`src/rtl/fetch_stage_if.sv`:
```
// Instruction-memory port between the IF stage (master) and the memory (slave).
// One request is outstanding at a time; completion is a single-cycle resp pulse.
interface fetch_stage_if;
  logic        imem_read;
  logic [31:0] imem_address;
  logic [31:0] imem_rdata;
  logic        imem_resp;

  modport master (
    output imem_read,
    output imem_address,
    input  imem_rdata,
    input  imem_resp
  );

  modport slave (
    input  imem_read,
    input  imem_address,
    output imem_rdata,
    output imem_resp
  );
endinterface

```
`src/rtl/fetch_stage.sv`:
```
// IF stage of the 5-stage rv32i pipeline: owns the PC, issues imem reads and
// loads the IF/ID register while absorbing wait states, stalls and redirects.
module fetch_stage #(
  parameter logic [31:0] RESET_PC  = 32'h0000_0060,
  parameter logic [31:0] NOP_INSTR = 32'h0000_0013
) (
  input  logic                 clk,
  input  logic                 rst,
  input  logic                 pcmux_sel,
  input  logic [31:0]          alu_out,
  input  logic                 stall,
  fetch_stage_if.master        imem,
  output logic                 ifid_valid,
  output logic [31:0]          ifid_pc,
  output logic [31:0]          ifid_instr
);

  localparam logic PCMUX_ALU_OUT = 1'b1;

  typedef enum logic [1:0] {
    FETCH   = 2'd0,
    HOLD    = 2'd1,
    DISCARD = 2'd2
  } state_t;

  state_t      state_r;
  state_t      state_nxt_s;
  logic [31:0] pc_r;
  logic [31:0] pc_nxt_s;
  logic [31:0] hold_buf_r;
  logic [31:0] hold_buf_nxt_s;
  logic [31:0] redir_pc_r;
  logic [31:0] redir_pc_nxt_s;
  logic        ifid_valid_nxt_s;
  logic [31:0] ifid_pc_nxt_s;
  logic [31:0] ifid_instr_nxt_s;
  logic        redirect_s;

  assign redirect_s        = (pcmux_sel == PCMUX_ALU_OUT);
  // A read stays pending until resp, so the address is simply the PC register.
  assign imem.imem_read    = ~rst & ((state_r == FETCH) | (state_r == DISCARD));
  assign imem.imem_address = pc_r;

  // FSM state register
  always_ff @(posedge clk) begin
    if (rst) begin
      state_r <= FETCH;
    end else begin
      state_r <= state_nxt_s;
    end
  end

  // PC, parked-instruction buffer, pending redirect target and IF/ID register
  always_ff @(posedge clk) begin
    if (rst) begin
      pc_r       <= RESET_PC;
      hold_buf_r <= 32'h0000_0000;
      redir_pc_r <= 32'h0000_0000;
      ifid_valid <= 1'b0;
      ifid_pc    <= 32'h0000_0000;
      ifid_instr <= NOP_INSTR;
    end else begin
      pc_r       <= pc_nxt_s;
      hold_buf_r <= hold_buf_nxt_s;
      redir_pc_r <= redir_pc_nxt_s;
      ifid_valid <= ifid_valid_nxt_s;
      ifid_pc    <= ifid_pc_nxt_s;
      ifid_instr <= ifid_instr_nxt_s;
    end
  end

  // Next-state and datapath decisions; a redirect always wins over stall
  always_comb begin
    state_nxt_s      = state_r;
    pc_nxt_s         = pc_r;
    hold_buf_nxt_s   = hold_buf_r;
    redir_pc_nxt_s   = redir_pc_r;
    ifid_valid_nxt_s = ifid_valid;
    ifid_pc_nxt_s    = ifid_pc;
    ifid_instr_nxt_s = ifid_instr;

    case (state_r)
      FETCH: begin
        if (imem.imem_resp) begin
          if (redirect_s) begin
            pc_nxt_s         = alu_out;
            ifid_valid_nxt_s = 1'b0;
          end else if (!stall) begin
            ifid_valid_nxt_s = 1'b1;
            ifid_pc_nxt_s    = pc_r;
            ifid_instr_nxt_s = imem.imem_rdata;
            pc_nxt_s         = pc_r + 32'd4;
          end else begin
            hold_buf_nxt_s = imem.imem_rdata;
            state_nxt_s    = HOLD;
          end
        end else begin
          if (redirect_s) begin
            redir_pc_nxt_s   = alu_out;
            ifid_valid_nxt_s = 1'b0;
            state_nxt_s      = DISCARD;
          end else if (!stall) begin
            ifid_valid_nxt_s = 1'b0;
          end else begin
            ifid_valid_nxt_s = ifid_valid;
          end
        end
      end

      HOLD: begin
        if (redirect_s) begin
          pc_nxt_s         = alu_out;
          ifid_valid_nxt_s = 1'b0;
          state_nxt_s      = FETCH;
        end else if (!stall) begin
          ifid_valid_nxt_s = 1'b1;
          ifid_pc_nxt_s    = pc_r;
          ifid_instr_nxt_s = hold_buf_r;
          pc_nxt_s         = pc_r + 32'd4;
          state_nxt_s      = FETCH;
        end else begin
          state_nxt_s = HOLD;
        end
      end

      DISCARD: begin
        // The wrong-path read cannot be cancelled; wait for it and steer to the latest target.
        if (redirect_s) begin
          redir_pc_nxt_s   = alu_out;
          ifid_valid_nxt_s = 1'b0;
        end else if (!stall) begin
          ifid_valid_nxt_s = 1'b0;
        end else begin
          ifid_valid_nxt_s = ifid_valid;
        end
        if (imem.imem_resp) begin
          pc_nxt_s    = redirect_s ? alu_out : redir_pc_r;
          state_nxt_s = FETCH;
        end else begin
          state_nxt_s = DISCARD;
        end
      end

      default: begin
        state_nxt_s      = FETCH;
        ifid_valid_nxt_s = 1'b0;
      end
    endcase
  end

endmodule

```
`src/flat_wrapper.sv`:
```
// flat-port wrapper written by rule: the top's interface ports become plain ports
module fetch_stage_flat 
#(
  parameter logic [31:0] RESET_PC  = 32'h0000_0060,
  parameter logic [31:0] NOP_INSTR = 32'h0000_0013
)
  (clk, rst, pcmux_sel, alu_out, stall, ifid_valid, ifid_pc, ifid_instr, imem_imem_read, imem_imem_address, imem_imem_rdata, imem_imem_resp);
  fetch_stage_if imem_i ();
  input  logic clk;
  input  logic rst;
  input  logic pcmux_sel;
  input  logic [31:0] alu_out;
  input  logic stall;
  output logic ifid_valid;
  output logic [31:0] ifid_pc;
  output logic [31:0] ifid_instr;
  output wire logic [$bits(imem_i.imem_read)-1:0] imem_imem_read;
  output wire logic [$bits(imem_i.imem_address)-1:0] imem_imem_address;
  input wire logic [$bits(imem_i.imem_rdata)-1:0] imem_imem_rdata;
  input wire logic [$bits(imem_i.imem_resp)-1:0] imem_imem_resp;
  assign imem_imem_read = imem_i.imem_read;
  assign imem_imem_address = imem_i.imem_address;
  assign imem_i.imem_rdata = imem_imem_rdata;
  assign imem_i.imem_resp = imem_imem_resp;
  fetch_stage #(.RESET_PC(RESET_PC), .NOP_INSTR(NOP_INSTR)) u_core (.clk(clk), .rst(rst), .pcmux_sel(pcmux_sel), .alu_out(alu_out), .stall(stall), .imem(imem_i), .ifid_valid(ifid_valid), .ifid_pc(ifid_pc), .ifid_instr(ifid_instr));
endmodule
```
`config.mk`:
```
export PLATFORM = sky130hd
export DESIGN_NAME = fetch_stage_flat
export DESIGN_NICKNAME = d
export VERILOG_FILES = /design/src/rtl/fetch_stage_if.sv /design/src/rtl/fetch_stage.sv /design/src/flat_wrapper.sv
export SDC_FILE = /design/constraint.sdc
export NUM_CORES = 1
export LEC_CHECK = 0
export ABC_CLOCK_PERIOD_IN_PS = 2700
export CORE_UTILIZATION = 45
export CTS_BUF_LIST = sky130_fd_sc_hd__clkbuf_8
export DETAILED_ROUTE_END_ITERATION = 12
export PLACE_DENSITY = 0.7
export SLEW_MARGIN = 20
export SYNTH_ARGS = -nofsm -noshare
export SYNTH_HDL_FRONTEND = slang
export SYNTH_SLANG_ARGS = --single-unit
```
`constraint.sdc`:
```
create_clock -name clk -period 2.7 [get_ports clk]
set_clock_uncertainty 0.1 [all_clocks]
set_input_delay 0.81 -clock clk [delete_from_list [all_inputs] [get_ports clk]]
set_output_delay 0.81 -clock clk [all_outputs]
set_load 0.005 [all_outputs]
```
After elaboration in Yosys (flattened, before gate mapping)
Index checks and enable logic that the tools add are counted.

Add/sub/neg operators: 1. Multiply operators: 0. Divide/modulo/power cells: 0. Magnitude comparators: 0. Eq/ne operators: 12. Shift operators: 0. Multiplexer cells: 32. Bitwise operators: 4. Reduce and logical (&&, ||, !) cells: 10.

Operators with widths (count): two-way mux 32 bit (14); case mux 32 bit (2 select lines) (3); case mux 32 bit (3 select lines) (1); adder 32 x 3 -> 32 bit, second input constant (1); inequality test 2 bit, second input constant (7); two-way mux 2 bit (6); inequality test 3 bit, second input constant (3); two-way mux 1 bit (6); case mux 2 bit (3 select lines) (1); AND reduction 3 bit (2); AND reduction 6 bit (1); AND reduction 2 bit (2); AND reduction 4 bit (1); nonzero test 2 bit (2); case mux 1 bit (3 select lines) (1); nonzero test 3 bit (1); equality test 2 x 1 -> 1 bit, second input constant (1); equality test 2 bit, second input constant (1); logical NOT 2 bit (1); inverter 1 bit (2); bitwise AND 1 bit (1); bitwise OR 1 bit (1).

Bits in registers: 163. Bits in latches: 0. Bits in writable memories: 0. ROM bits: 0. Bits of input ports: 69. Logic and storage cells: 66. Memories kept: 0.

Logic depth before layout (Yosys ltp)
Gate-level depths: netlist of the first run.

Depth in word-level cells: 5. Depth in mapped cells: 8. Mapped depth without buffers: 6.

Least setup slack after synthesis of the first run
No wires, ideal clock.

Kind: input -> output. Start: input rst. End: output imem_imem_read. Arrival: 1559 ps. Setup slack: 231 ps. Cell stages on the path: 4. Buffers on the path: 3. Path through: clkbuf_8 clkbuf_1 clkbuf_1 nor2_1.

Longest elaborated chain between the ends: 2.

RTL lines: start, declared (RTL line flat_wrapper.sv:10) `input logic rst;`; inverter 1 bit (RTL line fetch_stage.sv:41) `assign imem.imem_read = ~rst & ((state_r == FETCH) | (state_r == DISCARD));`; bitwise AND 1 bit (RTL line fetch_stage.sv:41); end, declared (RTL line flat_wrapper.sv:17) `output wire logic [$bits(imem_i.imem_read)-1:0] imem_imem_read;`.

No other way between the ends.

Final worst setup path of the first run
Start: register u_core.state_r[0]. End: output imem_imem_read.

Longest elaborated chain between the ends: 3. Elaborated cells between the ends (all ways): 4. Those cells by class: eq/ne: 1; bitwise: 2; reduce/logical: 1.

RTL lines: start, declared (RTL line fetch_stage.sv:26) `state_t state_r;`; start signal, assigned (RTL line fetch_stage.sv:49) `state_r <= state_nxt_s;`; equality test 2 bit / logical NOT 2 bit (equally long branches) (RTL line fetch_stage.sv:41); bitwise OR 1 bit * (RTL line fetch_stage.sv:41); bitwise AND 1 bit * (RTL line fetch_stage.sv:41).

Every way passes the cells marked *; elsewhere a longest branch is shown, timed or not.

==> impl_metrics.tcl, run 1 <==
set metrics [dict create \
    status "completed" \
    clk_latency_ps 470 \
    rows 46 \
    drt_wl_total_um 20800 \
    netSwitchingPower_mw 1.435 \
    synth_simple_gate_area_share_pct 23.93 \
    wire_per_inst_um 16.15 \
    cts_hold_buf 0 \
    worst_pin_slew_ps 572.1 \
    hp-class "flop to flop" \
    path_clk_slew_ps 80 \
    grt-ovfl-total 0 \
    grt_usage_pct 25.07 \
    post-place-ws_ps -90.01 \
    synthFlopType "dfxtp_1" \
    die_area_sq_um 16830 \
    drc 0 \
    cp_max_fo 13 \
    finalCritPeriodShare_pct 95.67 \
    place_congestion 0.8699 \
    diodes 0 \
    slew_violations 0 \
    pwr_density_cell_nw_per_um2 528.8 \
    max-slew-margin-rel_pct 61.86 \
    synthCells 914 \
    crit_type "flop to primary output" \
    seqPwrFrac_pct 51.7 \
    cts_tree "yes" \
    multiInputGateArea_sq_um 3672 \
    synth_warnings 0 \
    drive_above_1_share_pct 8.489 \
    avgViaCountPerCell 5.461 \
    synth-xor-area-share_pct 0 \
    peakVddDrop_mv 0.3382 \
    syn_area_sq_um 7342 \
    dp_hpwl_um 14540 \
    grt_pass1_wl_um 33080 \
    drtAntennaViolNets 0 \
    synth.ff_latch_count 163 \
    register_area_sq_um 3263 \
    grt_pass1_vias 6273 \
    die_w_um 129.7 \
    grt_antenna_before_repair 0 \
    num_vias 7034 \
    post_cts_buffers 0 \
    synth_edf_count 0 \
    p_clk_share_pct 32.9 \
    hold_violations 0 \
    cts_max_path_buffers 2 \
    async_reset_ff_share_pct 0 \
    cap_violations 0 \
    synthAdderAreaFrac_pct 0.1704 \
    leakage_nw 3.575 \
    synth_fp_nets 984 \
    yosysSeqAreaShare_pct 44.44 \
    nFillCells 1473 \
    crit_required_ps 1790 \
    cts_made_buffers 17 \
    post_cts_resized 0 \
    fmax_ghz 0.3871 \
    area_growth_pct 31.31 \
    switching_share_pct 28.14 \
    startpoint_type "flop" \
    dieHeight_um 129.7 \
    p_int_mw 3.663 \
    root_buffer "clkbuf_8" \
    critPathCaptureType "primary output" \
    coreArea_sq_um 15890 \
    num_io_pins 167 \
    cts.sinks 163 \
    synthMuxAreaShare_pct 5.453 \
    initial_core_util_pct 46.22 \
    h-tree-depth 4 \
    synth_top_family_by_area "simple AND/OR/NAND/NOR gates" \
    yosysUniqueCellTypes 63 \
    layout.nets 1129 \
    first_iter_violations 490 \
    final_util_pct 60.69 \
    power_frac_comb_pct 15.4 \
    setup_viol 0 \
    portBuffers 166 \
    drt_pass1_iterations 5 \
    grt_max_degree 109 \
    rsz0062_at_grt "no" \
    avgSynthCellArea_sq_um 8.033 \
    setup_slack_ps 116.9 \
    crit_arrival_ps 1670 \
    synth_compound_area_share_pct 20.21 \
    min_period_ps 2583 \
]
==> flip-flops by register name, indices dropped and copies added (netlist names) <==
register	count
u_core.hold_buf_r	32
u_core.ifid_instr	32
u_core.ifid_pc	32
u_core.imem.imem_address	32
u_core.redir_pc_r	32
u_core.state_r	2
u_core.ifid_valid	1
==> critical path: stages, from the launching register on <==
cell and delay [ps]:
dfxtp_1 610, nor2_1 110, clkdlybuf4s50_1 490
==> synth_stat cells, drive strengths merged (14+ instances only) <==
| cell type | n | area share (%) |
|---|---|---|
| dfxtp | 163 | 44 |
| clkbuf | 64 | 3.4 |
| nand3 | 14 | 1.0 |
| nor2 | 45 | 2.3 |
| a211oi | 34 | 3.5 |
| buf | 18 | 2.0 |
| a21oi | 122 | 8.3 |
| mux2i | 40 | 5.5 |
| o21ai | 39 | 2.7 |
| nand2 | 233 | 12 |
| nand4 | 17 | 1.9 |
==> cell type report <==
cell class	count	area share [%]
inverters	5	0.1947
clock buffers	18	2.570
multi-input cells	663	38.09
repair buffers	209	21.28
clock inverters	14	1.207
flip-flops and latches	163	33.85
well taps	216	2.803
==> per-stage QoR <==
step | area, sq um | std cells | setup TNS (ps) | power [mW] | hold WS [ps]
final | 9641 | 1288 | 0 | 5.098 | 354.6
after detailed placement | 9276 | 1256 | -270.0 | 3.473 | 343.6
after global routing | 9641 | 1288 | 0 | 5.315 | 372.2
after CTS | 9641 | 1288 | 0 | 5.122 | 355.4
after global placement | 9276 | 1256 | -210.5 | 3.463 | 338.9
after floorplan | 7342 | 914 | 0 | 3.045 | 331.5
==> final timing paths <==
path,start,depth (start not counted),slack (ps),end
max,u_core.state_r[0]$_SDFFE_PP0P_,2,120,imem_imem_read
min,u_core.redir_pc_r[19]$_SDFFE_PP0P_,2,350,u_core.redir_pc_r[19]$_SDFFE_PP0P_
max reg2reg,u_core.imem.imem_address[4]$_SDFFE_PP0P_,5,320,u_core.imem.imem_address[24]$_SDFFE_PP0P_
min reg2reg,u_core.redir_pc_r[19]$_SDFFE_PP0P_,2,350,u_core.redir_pc_r[19]$_SDFFE_PP0P_
==> layer usage <==
layer	up-vias	GRT usage, %	wire length (um)
met1	3228	36.59	9742
met3	25	4.961	1495
met2	273	36.80	9225
li1	3508	-	-
met5	-	0	0
met4	0	8.345	335
==> cells by family (layout without fill, tap and decap cells) <==
family / count (synthesis) / count (layout)
fa+ha+maj: 1 / 1
flops: 163 / 163
simple gates: 377 / 377
buf+inv: 88 / 246
mux: 40 / 40
compound gates: 245 / 245
==> cell usage in the layout (no fill, tap or decap), types with 4 or more instances in the layout <==
master and n:
a211oi_1 33, a21oi_1 122, a221o_1 11, a31oi_1 4, and3_1 8, buf_12 6, buf_4 38, clkbuf_8 18
clkdlybuf4s50_1 164, clkinvlp_4 5, dfxtp_1 163, inv_1 7, mux2i_1 40, nand2_1 233, nand2b_1 8, nand3_1 13
nand4_1 14, nor2_1 45, nor3_1 6, nor3b_1 4, nor4_1 8, o211ai_1 6, o21ai_0 37, o31ai_1 4
or3_1 4, or4_1 5
==> power groups by stage <==
stage | sequential (mW) | combinational (mW) | clock (mW)
3_3_place_gp | 2.69 | 0.774 | 0
5_1_grt | 2.65 | 0.858 | 1.80
6_report | 2.64 | 0.786 | 1.68
2_1_floorplan | 2.66 | 0.382 | 0
4_1_cts | 2.63 | 0.785 | 1.70
3_5_place_dp | 2.69 | 0.782 | 0
Power figures use the tool's default switching activity.
==> run 2, diff against run 1 <==
==> constraint.sdc (replaced) <==
create_clock -name clk -period 2.7 [get_ports clk]
set_clock_uncertainty 0.1 [all_clocks]
set_input_delay 0.54 -clock clk [delete_from_list [all_inputs] [get_ports clk]]
set_output_delay 0.54 -clock clk [all_outputs]
set_load 0.005 [all_outputs]
==> impl_metrics.tcl, run 2 (synthesis results as in run 1) <==
set metrics [dict create \
    place_congestion 0.8593 \
    max-slew-margin-rel_pct 34.66 \
    drtAntennaViolNets 0 \
    critPathCaptureType "primary output" \
    final_common_cell "nand2_1" \
    max_stage_delay_ps 490 \
    dieHeight_um 129.7 \
    r2r.worst_path.cells 5 \
    dp_hpwl_um 13810 \
    cts_hold_buf 0 \
    cts.sinks 163 \
    post_cts_buffers 0 \
    path_clk_slew_ps 90 \
    grt_antenna_before_repair 0 \
    critical_path.endpoint "imem_imem_read" \
    coreArea_sq_um 15890 \
    drc 0 \
    crit_type "flop to primary output" \
    drt_wl_total_um 20520 \
    cts_made_buffers 17 \
    cp_max_fo 7 \
    crit_arrival_ps 1660 \
    root_buffer "clkbuf_8" \
    leakage_nw 3.520 \
    pwr_density_cell_nw_per_um2 540.6 \
    drive_above_1_share_pct 7.365 \
    startpoint_type "flop" \
    area_growth_pct 29.81 \
    num_io_pins 167 \
    diodes 0 \
    crit_required_ps 2060 \
    crit_family "buffers and inverters" \
    final_cells 1275 \
    crit_start "u_core.state_r[0]$_SDFFE_PP0P_" \
    first_iter_violations 596 \
    layout.nets 1116 \
    fin_setup_tns_ps 0 \
    peakVddDrop_mv 0.3342 \
    portBuffers 166 \
    fmax_ghz 0.4341 \
    hp-class "input port to flop" \
    grt-ovfl-total 0 \
    total_power_mw 5.152 \
    min_period_ps 2304 \
    grt_max_degree 92 \
    wire_per_inst_um 16.09 \
    avgViaCountPerCell 5.487 \
    post_cts_resized 0 \
    die_area_sq_um 16830 \
    slew_violations 0 \
    finalCritPeriodShare_pct 85.32 \
    numPlacedInstances 1243 \
    crit_chain "buf_4 -> nor2_1 -> clkdlybuf4s50_1" \
    nFillCells 1483 \
    worstReg2RegEnd "u_core.imem.imem_address[31]$_SDFFE_PP0P_" \
    hold_violations 0 \
    grt_usage_pct 24.58 \
    initial_core_util_pct 46.22 \
    num_vias 6996 \
    critical_path_depth 3 \
    layout_common_cells "233 x nand2_1, 164 x clkdlybuf4s50_1, 163 x dfxtp_1" \
    die_w_um 129.7 \
    drt_pass1_iterations 5 \
    worst_pin_slew_ps 980.1 \
    setup_viol 0 \
    cts_max_path_buffers 2 \
    cts_tree "yes" \
    r2r_setup_slack_ps 420 \
    clk_latency_ps 460 \
    grt_pass1_vias 6041 \
    grt_pass1_wl_um 32140 \
    h-tree-depth 4 \
    rows 46 \
    cpMaxStageDelayCell "dfxtp_1" \
    cap_violations 0 \
    worst-path-buf-inv 2 \
    r2r-start "u_core.imem.imem_address[4]$_SDFFE_PP0P_" \
    rsz0062_at_grt "no" \
    status "completed" \
]
==> run 2: per-layer routing <==
metal	wire (um)	track usage, %	vias up
met4	345	7.729	0
met2	9139	36.21	275
li1	-	-	3474
met3	1392	4.920	25
met1	9638	35.91	3222
met5	0	0	-
==> run 2: worst reg2reg max path: stages (launching register included) <==
cell and delay (ps):
dfxtp_1 550, nand4_1 230, or4_4 630, nor4_4 320
mux2i_1 230, o21ai_1 80
==> run 2: cell type report <==
class / instances / area, sq um / area share, %
sequential: 163 / 3263 / 34.24
clock buffer: 18 / 247.7 / 2.599
inverter: 5 / 18.77 / 0.1969
timing repair buffer: 196 / 1917 / 20.11
tap: 216 / 270.3 / 2.836
clock inverter: 14 / 141.4 / 1.484
multi-input combinational: 663 / 3672 / 38.53
==> run 2: worst min path at each step <==
stage | startpoint | to | slack (ps) | cells past startpoint
2_1_floorplan | u_core.redir_pc_r[19]$_SDFFE_PP0P_ | u_core.redir_pc_r[19]$_SDFFE_PP0P_ | 330 | 2
3_3_place_gp | u_core.redir_pc_r[19]$_SDFFE_PP0P_ | u_core.redir_pc_r[19]$_SDFFE_PP0P_ | 340 | 2
3_5_place_dp | u_core.redir_pc_r[19]$_SDFFE_PP0P_ | u_core.redir_pc_r[19]$_SDFFE_PP0P_ | 340 | 2
4_1_cts | rst | u_core.hold_buf_r[9]$_SDFFE_PP0P_ | 310 | 2
5_1_grt | rst | u_core.hold_buf_r[10]$_SDFFE_PP0P_ | 330 | 2
6_report | rst | u_core.hold_buf_r[3]$_SDFFE_PP0P_ | 330 | 2
==> run 2: report_power, final <==
part           switching (mW)  total (mW)  leakage [nW]  internal (mW)
Sequential              0.119        2.64          1.33           2.52
Combinational           0.376       0.757          1.99          0.380
Clock                   0.918        1.76         0.201          0.840
==> run 2: through the flow <==
step | util [%] | hold slack [ps] | area, sq um | setup slack [ps]
final | 60.00 | 329.6 | 9530 | 396.4
after global routing | 60.00 | 325.7 | 9530 | 315.4
after CTS | 60.00 | 311.1 | 9530 | 363.8
after detailed placement | 57.55 | 342.1 | 9141 | 99.69
after global placement | 57.55 | 339.4 | 9141 | 146.8
after floorplan | - | 331.5 | 7342 | 587.9
